[src/rtl/game_state_controller.sv]
// rtl/game_state_controller.sv - lane runner play/pause/countdown/invulnerability sequencer
module game_state_controller #(
  parameter int CNT_W            = 8,
  parameter int COUNTDOWN_FRAMES = 180,
  parameter int INVULN_FRAMES    = 90,
  parameter int BLINK_FRAMES     = 8
) (
  input  logic       Clock,
  input  logic       Resetn,
  input  logic       frame_tick,
  input  logic       start_key,
  input  logic       pause_key,
  input  logic       collision_raw,
  input  logic       game_over,
  output logic       collision_pulse,
  output logic       restart_pulse,
  output logic       run_enable,
  output logic       player_visible,
  output logic       invuln_active,
  output logic [2:0] state_code
);

  typedef enum logic [2:0] {
    IDLE      = 3'd0,
    COUNTDOWN = 3'd1,
    PLAYING   = 3'd2,
    INVULN    = 3'd3,
    PAUSED    = 3'd4,
    OVER      = 3'd5
  } state_e;

  localparam int BLK_W = (BLINK_FRAMES < 2) ? 1 : $clog2(BLINK_FRAMES + 1);

  localparam logic [CNT_W-1:0] CNT_COUNTDOWN = CNT_W'(COUNTDOWN_FRAMES);
  localparam logic [CNT_W-1:0] CNT_INVULN    = CNT_W'(INVULN_FRAMES);
  localparam logic [CNT_W-1:0] CNT_ONE       = CNT_W'(1);
  localparam logic [BLK_W-1:0] BLK_RELOAD    = BLK_W'(BLINK_FRAMES);
  localparam logic [BLK_W-1:0] BLK_ONE       = BLK_W'(1);

  // Kept as a raw 3-bit register so the unused codes 6-7 are representable and can be recovered
  logic [2:0]       state_q;
  state_e           state_d;
  state_e           ret_q, ret_d;
  logic [CNT_W-1:0] cnt_q, cnt_d;
  logic [BLK_W-1:0] blink_q, blink_d;
  logic             start_prev_q, pause_prev_q, coll_prev_q;
  logic             cpulse_q, cpulse_d;
  logic             rpulse_q, rpulse_d;
  logic             run_q, run_d;
  logic             vis_q, vis_d;
  logic             inv_q, inv_d;

  logic start_rise, pause_rise, coll_rise;

  assign start_rise = start_key     & ~start_prev_q;
  assign pause_rise = pause_key     & ~pause_prev_q;
  assign coll_rise  = collision_raw & ~coll_prev_q;

  // Next-state, counter and registered-output decode
  always_comb begin
    state_d  = state_e'(state_q);
    ret_d    = ret_q;
    cnt_d    = cnt_q;
    blink_d  = blink_q;
    vis_d    = vis_q;
    cpulse_d = 1'b0;
    rpulse_d = 1'b0;

    case (state_q)
      IDLE: begin
        vis_d = 1'b1;
        if (start_rise) begin
          cnt_d   = CNT_COUNTDOWN;
          state_d = COUNTDOWN;
        end
      end

      COUNTDOWN: begin
        vis_d = 1'b1;
        if (frame_tick) begin
          // Treat 0 like 1 so a bad load can never stall the countdown
          if (cnt_q <= CNT_ONE) begin
            state_d = PLAYING;
          end else begin
            cnt_d = cnt_q - CNT_ONE;
          end
        end
      end

      PLAYING: begin
        vis_d = 1'b1;
        if (game_over) begin
          state_d = OVER;
        end else if (pause_rise) begin
          ret_d   = PLAYING;
          state_d = PAUSED;
        end else if (coll_rise) begin
          cpulse_d = 1'b1;
          cnt_d    = CNT_INVULN;
          blink_d  = BLK_RELOAD;
          vis_d    = 1'b0;
          state_d  = INVULN;
        end
      end

      INVULN: begin
        if (game_over) begin
          vis_d   = 1'b1;
          state_d = OVER;
        end else if (pause_rise) begin
          ret_d   = INVULN;
          state_d = PAUSED;
        end else if (frame_tick) begin
          if (cnt_q <= CNT_ONE) begin
            vis_d   = 1'b1;
            state_d = PLAYING;
          end else begin
            cnt_d = cnt_q - CNT_ONE;
            if (blink_q <= BLK_ONE) begin
              blink_d = BLK_RELOAD;
              vis_d   = ~vis_q;
            end else begin
              blink_d = blink_q - BLK_ONE;
            end
          end
        end
      end

      PAUSED: begin
        // Game over is terminal, so it outranks an unpause on the same edge
        if (game_over) begin
          vis_d   = 1'b1;
          state_d = OVER;
        end else if (pause_rise) begin
          state_d = ret_q;
        end
      end

      OVER: begin
        vis_d = 1'b1;
        if (start_rise) begin
          rpulse_d = 1'b1;
          cnt_d    = CNT_COUNTDOWN;
          state_d  = COUNTDOWN;
        end
      end

      default: begin
        vis_d   = 1'b1;
        state_d = IDLE;
      end
    endcase

    run_d = (state_d == PLAYING) || (state_d == INVULN);
    inv_d = (state_d == INVULN) || ((state_d == PAUSED) && (ret_d == INVULN));
  end

  // State, counters, edge-detect history and registered outputs
  always_ff @(posedge Clock) begin
    if (!Resetn) begin
      state_q      <= IDLE;
      ret_q        <= PLAYING;
      cnt_q        <= '0;
      blink_q      <= '0;
      start_prev_q <= 1'b0;
      pause_prev_q <= 1'b0;
      coll_prev_q  <= 1'b0;
      cpulse_q     <= 1'b0;
      rpulse_q     <= 1'b0;
      run_q        <= 1'b0;
      vis_q        <= 1'b1;
      inv_q        <= 1'b0;
    end else begin
      state_q      <= state_d;
      ret_q        <= ret_d;
      cnt_q        <= cnt_d;
      blink_q      <= blink_d;
      start_prev_q <= start_key;
      pause_prev_q <= pause_key;
      coll_prev_q  <= collision_raw;
      cpulse_q     <= cpulse_d;
      rpulse_q     <= rpulse_d;
      run_q        <= run_d;
      vis_q        <= vis_d;
      inv_q        <= inv_d;
    end
  end

  assign collision_pulse = cpulse_q;
  assign restart_pulse   = rpulse_q;
  assign run_enable      = run_q;
  assign player_visible  = vis_q;
  assign invuln_active   = inv_q;
  assign state_code      = state_q;

endmodule

[config.mk]
export PLATFORM = sky130hd
export DESIGN_NAME = game_state_controller
export DESIGN_NICKNAME = d
export VERILOG_FILES = /design/src/rtl/game_state_controller.sv
export SDC_FILE = /design/constraint.sdc
export NUM_CORES = 1
export LEC_CHECK = 0
export ABC_CLOCK_PERIOD_IN_PS = 4200
export CAP_MARGIN = 30
export CORE_ASPECT_RATIO = 1.25
export CORE_MARGIN = 1
export CORE_UTILIZATION = 25
export DETAILED_ROUTE_END_ITERATION = 16
export PLACE_DENSITY_LB_ADDON = 0.15
export SYNTH_ARGS = -nofsm -noshare
export SYNTH_HDL_FRONTEND = slang
export SYNTH_SLANG_ARGS = --single-unit
[constraint.sdc]
create_clock -name Clock -period 4.2 [get_ports Clock]
set_clock_uncertainty 0.2 [all_clocks]
set_input_delay 1.05 -clock Clock [delete_from_list [all_inputs] [get_ports Clock]]
set_output_delay 1.05 -clock Clock [all_outputs]
set_load 0.02 [all_outputs]
==> results.yml, run 1 <==
setup_path:
  crit_fanout: 15
  critPathLaunchType: "flip-flop"
  crit_chain: "clkdlybuf4s50_1"
  cp_slowest_cell: "dfxtp_1"
  cpLargestDelayFamily: "flip-flops"
  reg2reg_from: "cnt_q[0]$_SDFFE_PN0P_"
  slowest_delay_ps: 720
  crit_arrival_ps: 1720
  cp.buffers_inverters: 1
  required_ps: 2950
  crit_path_start: "state_code[1]$_SDFF_PN0_"
  ff2ff_path_depth: 7
  cp-end-kind: "output pin"
  criticalPathCategory: "flip-flop to output pin"
  path_depth: 1
timing:
  max_freq_ghz: 0.337
  rsz0062_at_grt: "false"
  hold_violations: 0
  fin_setup_tns_ps: 0
  min_period_ps: 2970
  final_max_slew_viol_count: 0
  worst_pin_slew_ps: 607
  fin_crit_sh_pct: 70.6
  relSlewSlack_pct: 59.5
  setup_viol: 0
yosys:
  ys_ff_latch: 26
  syn_inst: 184
  synthFlopType: "dfxtp_1"
  yosysMostFrequentCell: "dfxtp_1"
  ys_seq_area_share_pct: 33.3
  syn_nets: 195
  synth_top_area_share_pct: 33.3
  synthTopCellsByCount: "26 x dfxtp_1, 21 x nor2_1, 11 x nand2_1, 10 x inv_1"
  synth_edf_count: 0
  ys_top_cells_by_area: "dfxtp_1 33%, nor2_1 5.0%, ha_1 3.2%"
  ys_types: 65
  synth_area_per_cell_um2: 8.51
  yosysWarnings: 0
  synth_area_um2: 1570
  async_flop_share_pct: 0
  synth.largest_area_cell: "dfxtp_1"
die:
  dieArea_um2: 6580
  start_util_pct: 26.4
  die_h_um: 90.5
  io_pins: 15
  core_um2: 5930
  rows: 31
  die_w_um: 72.8
clock_network:
  clock-sinks: 26
  ctsRootBufferMaster: "clkbuf_8"
  cts_resized: 0
  cts_made_buffers: 3
  clkTransAtPathRegs_ps: 100
  clk_path_buf_depth: 2
  cts_tree: "built"
  clk_latency_ps: 270
  cts_max_level: 1
  postCtsSetupBuffers: 0
  hold_buffers: 0
drt:
  route.detailed.drc: 0
  viasPerCell: 4.99
  routed_wirelength_mm: 4.10
  ant_nets: 0
  vias: 1383
  first_pass_iters: 4
  wl_per_cell_um: 14.8
  drtIter0Drc: 85
global_routing:
  grt_max_degree: 19
  grt_util_all_layers_pct: 13.6
  antenna_found_initial: 0
  grt_pass1_wl_mm: 6.93
  grt_pass1_vias: 1368
  grt.overflow.total: 0
run_status:
  outcome: "finished, final reports clean"
flow_run:
  cap_violations: 0
final_layout:
  area_growth_pct: 17.4
  drive_above_1_share_pct: 12.3
  fin_nets: 207
  fin_area_um2: 1840
  nFillCells: 653
  diodes: 0
placement:
  gp_congestion: 0.750
  dp.final_hpwl_mm: 2.99
  placed_cell_area_um2: 1770
  placement.io_buffers: 14
min_path:
  whs_path_depth: 1
  hold_path_startpoint: "ret_q[1]$_SDFF_PN1_"
  min_path_type: "flip-flop to flip-flop"
power:
  p_total_uw: 702
  ir_drop_mv: 0.114
  power_density_nw_per_um2: 382
  p_leak_uw: 0.000670
## flip-flops by register name, summed over array words and instances, names as in the netlist
| signal | cells |
|---|---|
| player_visible | 1 |
| collision_pulse | 1 |
| run_enable | 1 |
| cnt_q | 8 |
| start_prev_q | 1 |
| ret_q | 3 |
| coll_prev_q | 1 |
| state_code | 3 |
| blink_q | 4 |
| invuln_active | 1 |
| pause_prev_q | 1 |
| restart_pulse | 1 |
## logic make-up (layout without fill, tap and decap cells)
group / count (synthesis) / count (layout) / synth area share [%]
flops: 26 / 26 / 33.3
fa+ha+maj: 4 / 4 / 3.20
simple gates: 85 / 85 / 32.7
compound gates: 48 / 48 / 23.3
buf+inv: 18 / 29 / 5.52
mux: 3 / 3 / 2.00
## placed cells by master (no fill, tap or decap), types with 2 or more instances in the layout
| master | count |
|---|---|
| a211oi_1 | 2 |
| a21oi_1 | 6 |
| a31oi_1 | 5 |
| and2_1 | 5 |
| and3_1 | 2 |
| clkbuf_8 | 3 |
| clkdlybuf4s50_1 | 14 |
| dfxtp_1 | 26 |
| ha_1 | 4 |
| inv_1 | 10 |
| mux2i_1 | 2 |
| nand2_1 | 11 |
| nand2b_1 | 2 |
| nand3_1 | 3 |
| nand3b_1 | 2 |
| nand4_1 | 3 |
| nor2_1 | 21 |
| nor2b_1 | 3 |
| nor3_1 | 8 |
| nor3b_1 | 2 |
| nor4_1 | 3 |
| o21ai_0 | 8 |
| o311ai_0 | 4 |
| o31ai_1 | 4 |
| or2_2 | 2 |
## area by class of cell
class / instances / area (um^2) / area share, %
Multi-Input combinational cell: 140 / 958 / 52.1
Sequential cell: 26 / 520 / 28.3
Timing Repair Buffer: 15 / 148 / 8.03
Tap cell: 82 / 103 / 5.58
Clock buffer: 3 / 41.3 / 2.25
Inverter: 10 / 37.5 / 2.04
Clock inverter: 1 / 30.0 / 1.63
## final timing paths
check | to | slack, ps
worst min-delay path | ret_q[1]$_SDFF_PN1_ | 290
worst max-delay path | state_code[1] | 1230
worst max register to register | cnt_q[4]$_SDFFE_PN0P_ | 1820
worst min register to register | ret_q[1]$_SDFF_PN1_ | 290
## through the flow
| step | hold slack (ps) | setup slack, ps | instances | util [%] |
|---|---|---|---|---|
| 6_report | 287 | 1230 | 277 | 31.0 |
| 3_5_place_dp | 263 | 1030 | 273 | 29.8 |
| 5_1_grt | 317 | 1130 | 277 | 31.0 |
| 2_1_floorplan | 230 | 1680 | 184 | - |
| 3_3_place_gp | 271 | 1080 | 273 | 29.8 |
| 4_1_cts | 294 | 1210 | 277 | 31.0 |
## power breakdown
part	internal (uW)	switching, uW
sequential	266	34.0
combinational	80.7	107
clock	128	86.8
## per-layer routing
| layer | vias up | wire length, um | track usage, % |
|---|---|---|---|
| li1 | 706 | - | - |
| met1 | 648 | 1930 | 17.9 |
| met2 | 25 | 2000 | 22.1 |
| met3 | 4 | 118 | 1.90 |
| met4 | 0 | 50 | 4.74 |
| met5 | - | 0 | 0 |
Power figures use the tool's default switching activity.
==> run 2, diff against run 1 <==
--- a/config.mk
+++ b/config.mk
@@ -5,7 +5,7 @@
 export SDC_FILE = /design/constraint.sdc
 export NUM_CORES = 1
 export LEC_CHECK = 0
-export ABC_CLOCK_PERIOD_IN_PS = 4200
+export ABC_CLOCK_PERIOD_IN_PS = 2700
 export CAP_MARGIN = 30
 export CORE_ASPECT_RATIO = 1.25
 export CORE_MARGIN = 1
==> constraint.sdc (replaced) <==
create_clock -name Clock -period 2.7 [get_ports Clock]
set_clock_uncertainty 0.2 [all_clocks]
set_input_delay 0.675 -clock Clock [delete_from_list [all_inputs] [get_ports Clock]]
set_output_delay 0.675 -clock Clock [all_outputs]
set_load 0.02 [all_outputs]
==> run 2 against run 1 <==
Effect of this change: utilization is 0.89 points higher; global-route usage increased by 0.12 points; critical path type is now input pin to flip-flop; sequential power rose by 55%; die area is the same; first-iteration DRC count up 31%; power up 49%; largest power group unchanged; register-to-register slack worse by 1400 ps; via count is 3.5% higher.
==> results.yml, run 2 (synthesis gave the netlist of run 1 again) <==
run_status:
  outcome: "finished, final reports clean"
setup_path:
  reg2reg_to: "cnt_q[6]$_SDFFE_PN0P_"
  ff2ff_path_depth: 8
  crit_fanout: 4
  required_ps: 2680
  critPathLaunchType: "input pin"
  r2r_setup_slack_ps: 380
  crit_arrival_ps: 2410
  criticalPathCategory: "input pin to flip-flop"
  reg2reg_from: "cnt_q[0]$_SDFFE_PN0P_"
  cp-end-kind: "flip-flop"
power:
  p_leak_uw: 0.000706
  combPwrFrac_pct: 29.8
  power_frac_clock_pct: 25.8
  p_seq_share_pct: 44.4
  power_density_nw_per_um2: 554
  power.switching_uw: 362
  ir_drop_mv: 0.169
  intPower_uw: 685
  switching_share_pct: 34.6
clock_network:
  cts_max_level: 1
  clkTransAtPathRegs_ps: 100
  hold_buffers: 0
  clk_path_buf_depth: 2
  ctsRootBufferMaster: "clkbuf_8"
  clk_latency_ps: 280
  cts_resized: 0
  cts_tree: "built"
  clock-sinks: 26
  postCtsSetupBuffers: 0
  cts_made_buffers: 3
final_layout:
  fin_nets: 216
  layout_commonest_cell: "dfxtp_1"
  drive_above_1_share_pct: 16.7
  largest_reg_flops: 8
  largest-register: "cnt_q"
  layout_common_cells: "25 x dfxtp_1, 21 x nor2_1, 14 x clkdlybuf4s50_1, 11 x nand2_1"
  diodes: 0
  reg_top3: "cnt_q: 8 flops, blink_q: 4 flops"
  area_growth_pct: 20.8
drt:
  drtIter0Drc: 111
  viasPerCell: 5.00
  ant_nets: 0
  routed_wirelength_mm: 4.22
  vias: 1431
  route.detailed.drc: 0
  first_pass_iters: 4
  wl_per_cell_um: 14.8
global_routing:
  grt_max_degree: 19
  grt.overflow.total: 0
  grt_pass1_vias: 1431
  grt_pass1_wl_mm: 7.06
  grt_util_all_layers_pct: 13.7
  antenna_found_initial: 0
timing:
  min_period_ps: 2430
  hold_violations: 0
  fin_crit_sh_pct: 89.9
  relSlewSlack_pct: 66.1
  setup_viol: 0
  rsz0062_at_grt: "false"
  whs_ps: 286
  final_max_slew_viol_count: 0
  max_freq_ghz: 0.412
  fin_setup_tns_ps: 0
  worst_pin_slew_ps: 506
die:
  dieArea_um2: 6580
  start_util_pct: 26.4
  rows: 31
  io_pins: 15
  core_um2: 5930
  die_w_um: 72.8
  die_h_um: 90.5
placement:
  dp.final_hpwl_mm: 3.13
  placement.io_buffers: 14
  gp_congestion: 0.759
min_path:
  hold_path_startpoint: "ret_q[1]$_SDFF_PN1_"
  whs_path_depth: 1
  min_path_type: "flip-flop to flip-flop"
  min_to: "ret_q[1]$_SDFF_PN1_"
flow_run:
  cap_violations: 0
[run 2: cell types whose count changed in the layout (fill, tap and decap cells not counted), sizes merged]
cell | before | now
buf | 1 | 10
bufinv | 1 | 0
clkbuf | 3 | 4
[run 2: cell type report]
cell class	count	area, um^2
sequential	26	522
clock buffer	4	55.1
inverter	10	37.5
timing repair buffer	24	215
multi-input combinational	140	958
tap	82	103
fill	638	4040
[run 2: how the worst max path moves through the flow]
| stage | depth (start not counted) | to | startpoint |
|---|---|---|---|
| after floorplan | 5 | invuln_active$_SDFF_PN0_ | pause_key |
| after global placement | 6 | invuln_active$_SDFF_PN0_ | game_over |
| after detailed placement | 6 | invuln_active$_SDFF_PN0_ | pause_key |
| after CTS | 1 | state_code[0] | state_code[0]$_SDFF_PN0_ |
| after global routing | 7 | cnt_q[2]$_SDFFE_PN0P_ | cnt_q[0]$_SDFFE_PN0P_ |
| final | 6 | invuln_active$_SDFF_PN0_ | pause_key |
[run 2: worst max-delay path, stage by stage]
cell and delay (ps):
clkdlybuf4s50_1 440, nor2b_2 180, a2111oi_2 430, o32a_2 200, o221ai_1 140, mux2_1 340
[run 2: power groups by stage]
stage | clock [uW] | combinational [uW] | sequential, uW
final | 270 | 312 | 465
after global routing | 299 | 351 | 473
after CTS | 282 | 312 | 465
after detailed placement | 0 | 311 | 474
after global placement | 0 | 316 | 475
after floorplan | 0 | 227 | 462
[run 2: per-stage QoR]
step | std cells | total power [uW] | util (%) | worst slack [ps] | area, um^2
6_report | 286 | 1050 | 31.9 | 273 | 1890
5_1_grt | 286 | 1120 | 31.9 | 131 | 1890
4_1_cts | 286 | 1060 | 31.8 | 90.8 | 1890
3_5_place_dp | 282 | 784 | 30.9 | -33.6 | 1830
3_3_place_gp | 282 | 791 | 30.9 | -11.1 | 1830
2_1_floorplan | 184 | 689 | - | 551 | 1570
[run 2: routing by layer]
| layer | GRT usage [%] | vias up | wire [um] |
|---|---|---|---|
| met3 | 1.56 | 4 | 115 |
| met4 | 5.72 | 0 | 46 |
| met1 | 17.4 | 689 | 1940 |
| met2 | 22.9 | 17 | 2120 |
| li1 | - | 721 | - |
| met5 | 0 | - | 0 |
==> run 3, diff against run 2 <==
--- a/config.mk
+++ b/config.mk
@@ -10,6 +10,7 @@
 export CORE_ASPECT_RATIO = 1.25
 export CORE_MARGIN = 1
 export CORE_UTILIZATION = 25
+export CTS_CLUSTER_DIAMETER = 40
 export DETAILED_ROUTE_END_ITERATION = 16
 export PLACE_DENSITY_LB_ADDON = 0.15
 export SYNTH_ARGS = -nofsm -noshare
==> results of run 3 <==
No change in the layout: final DEF, timing and power equal those of run 2.
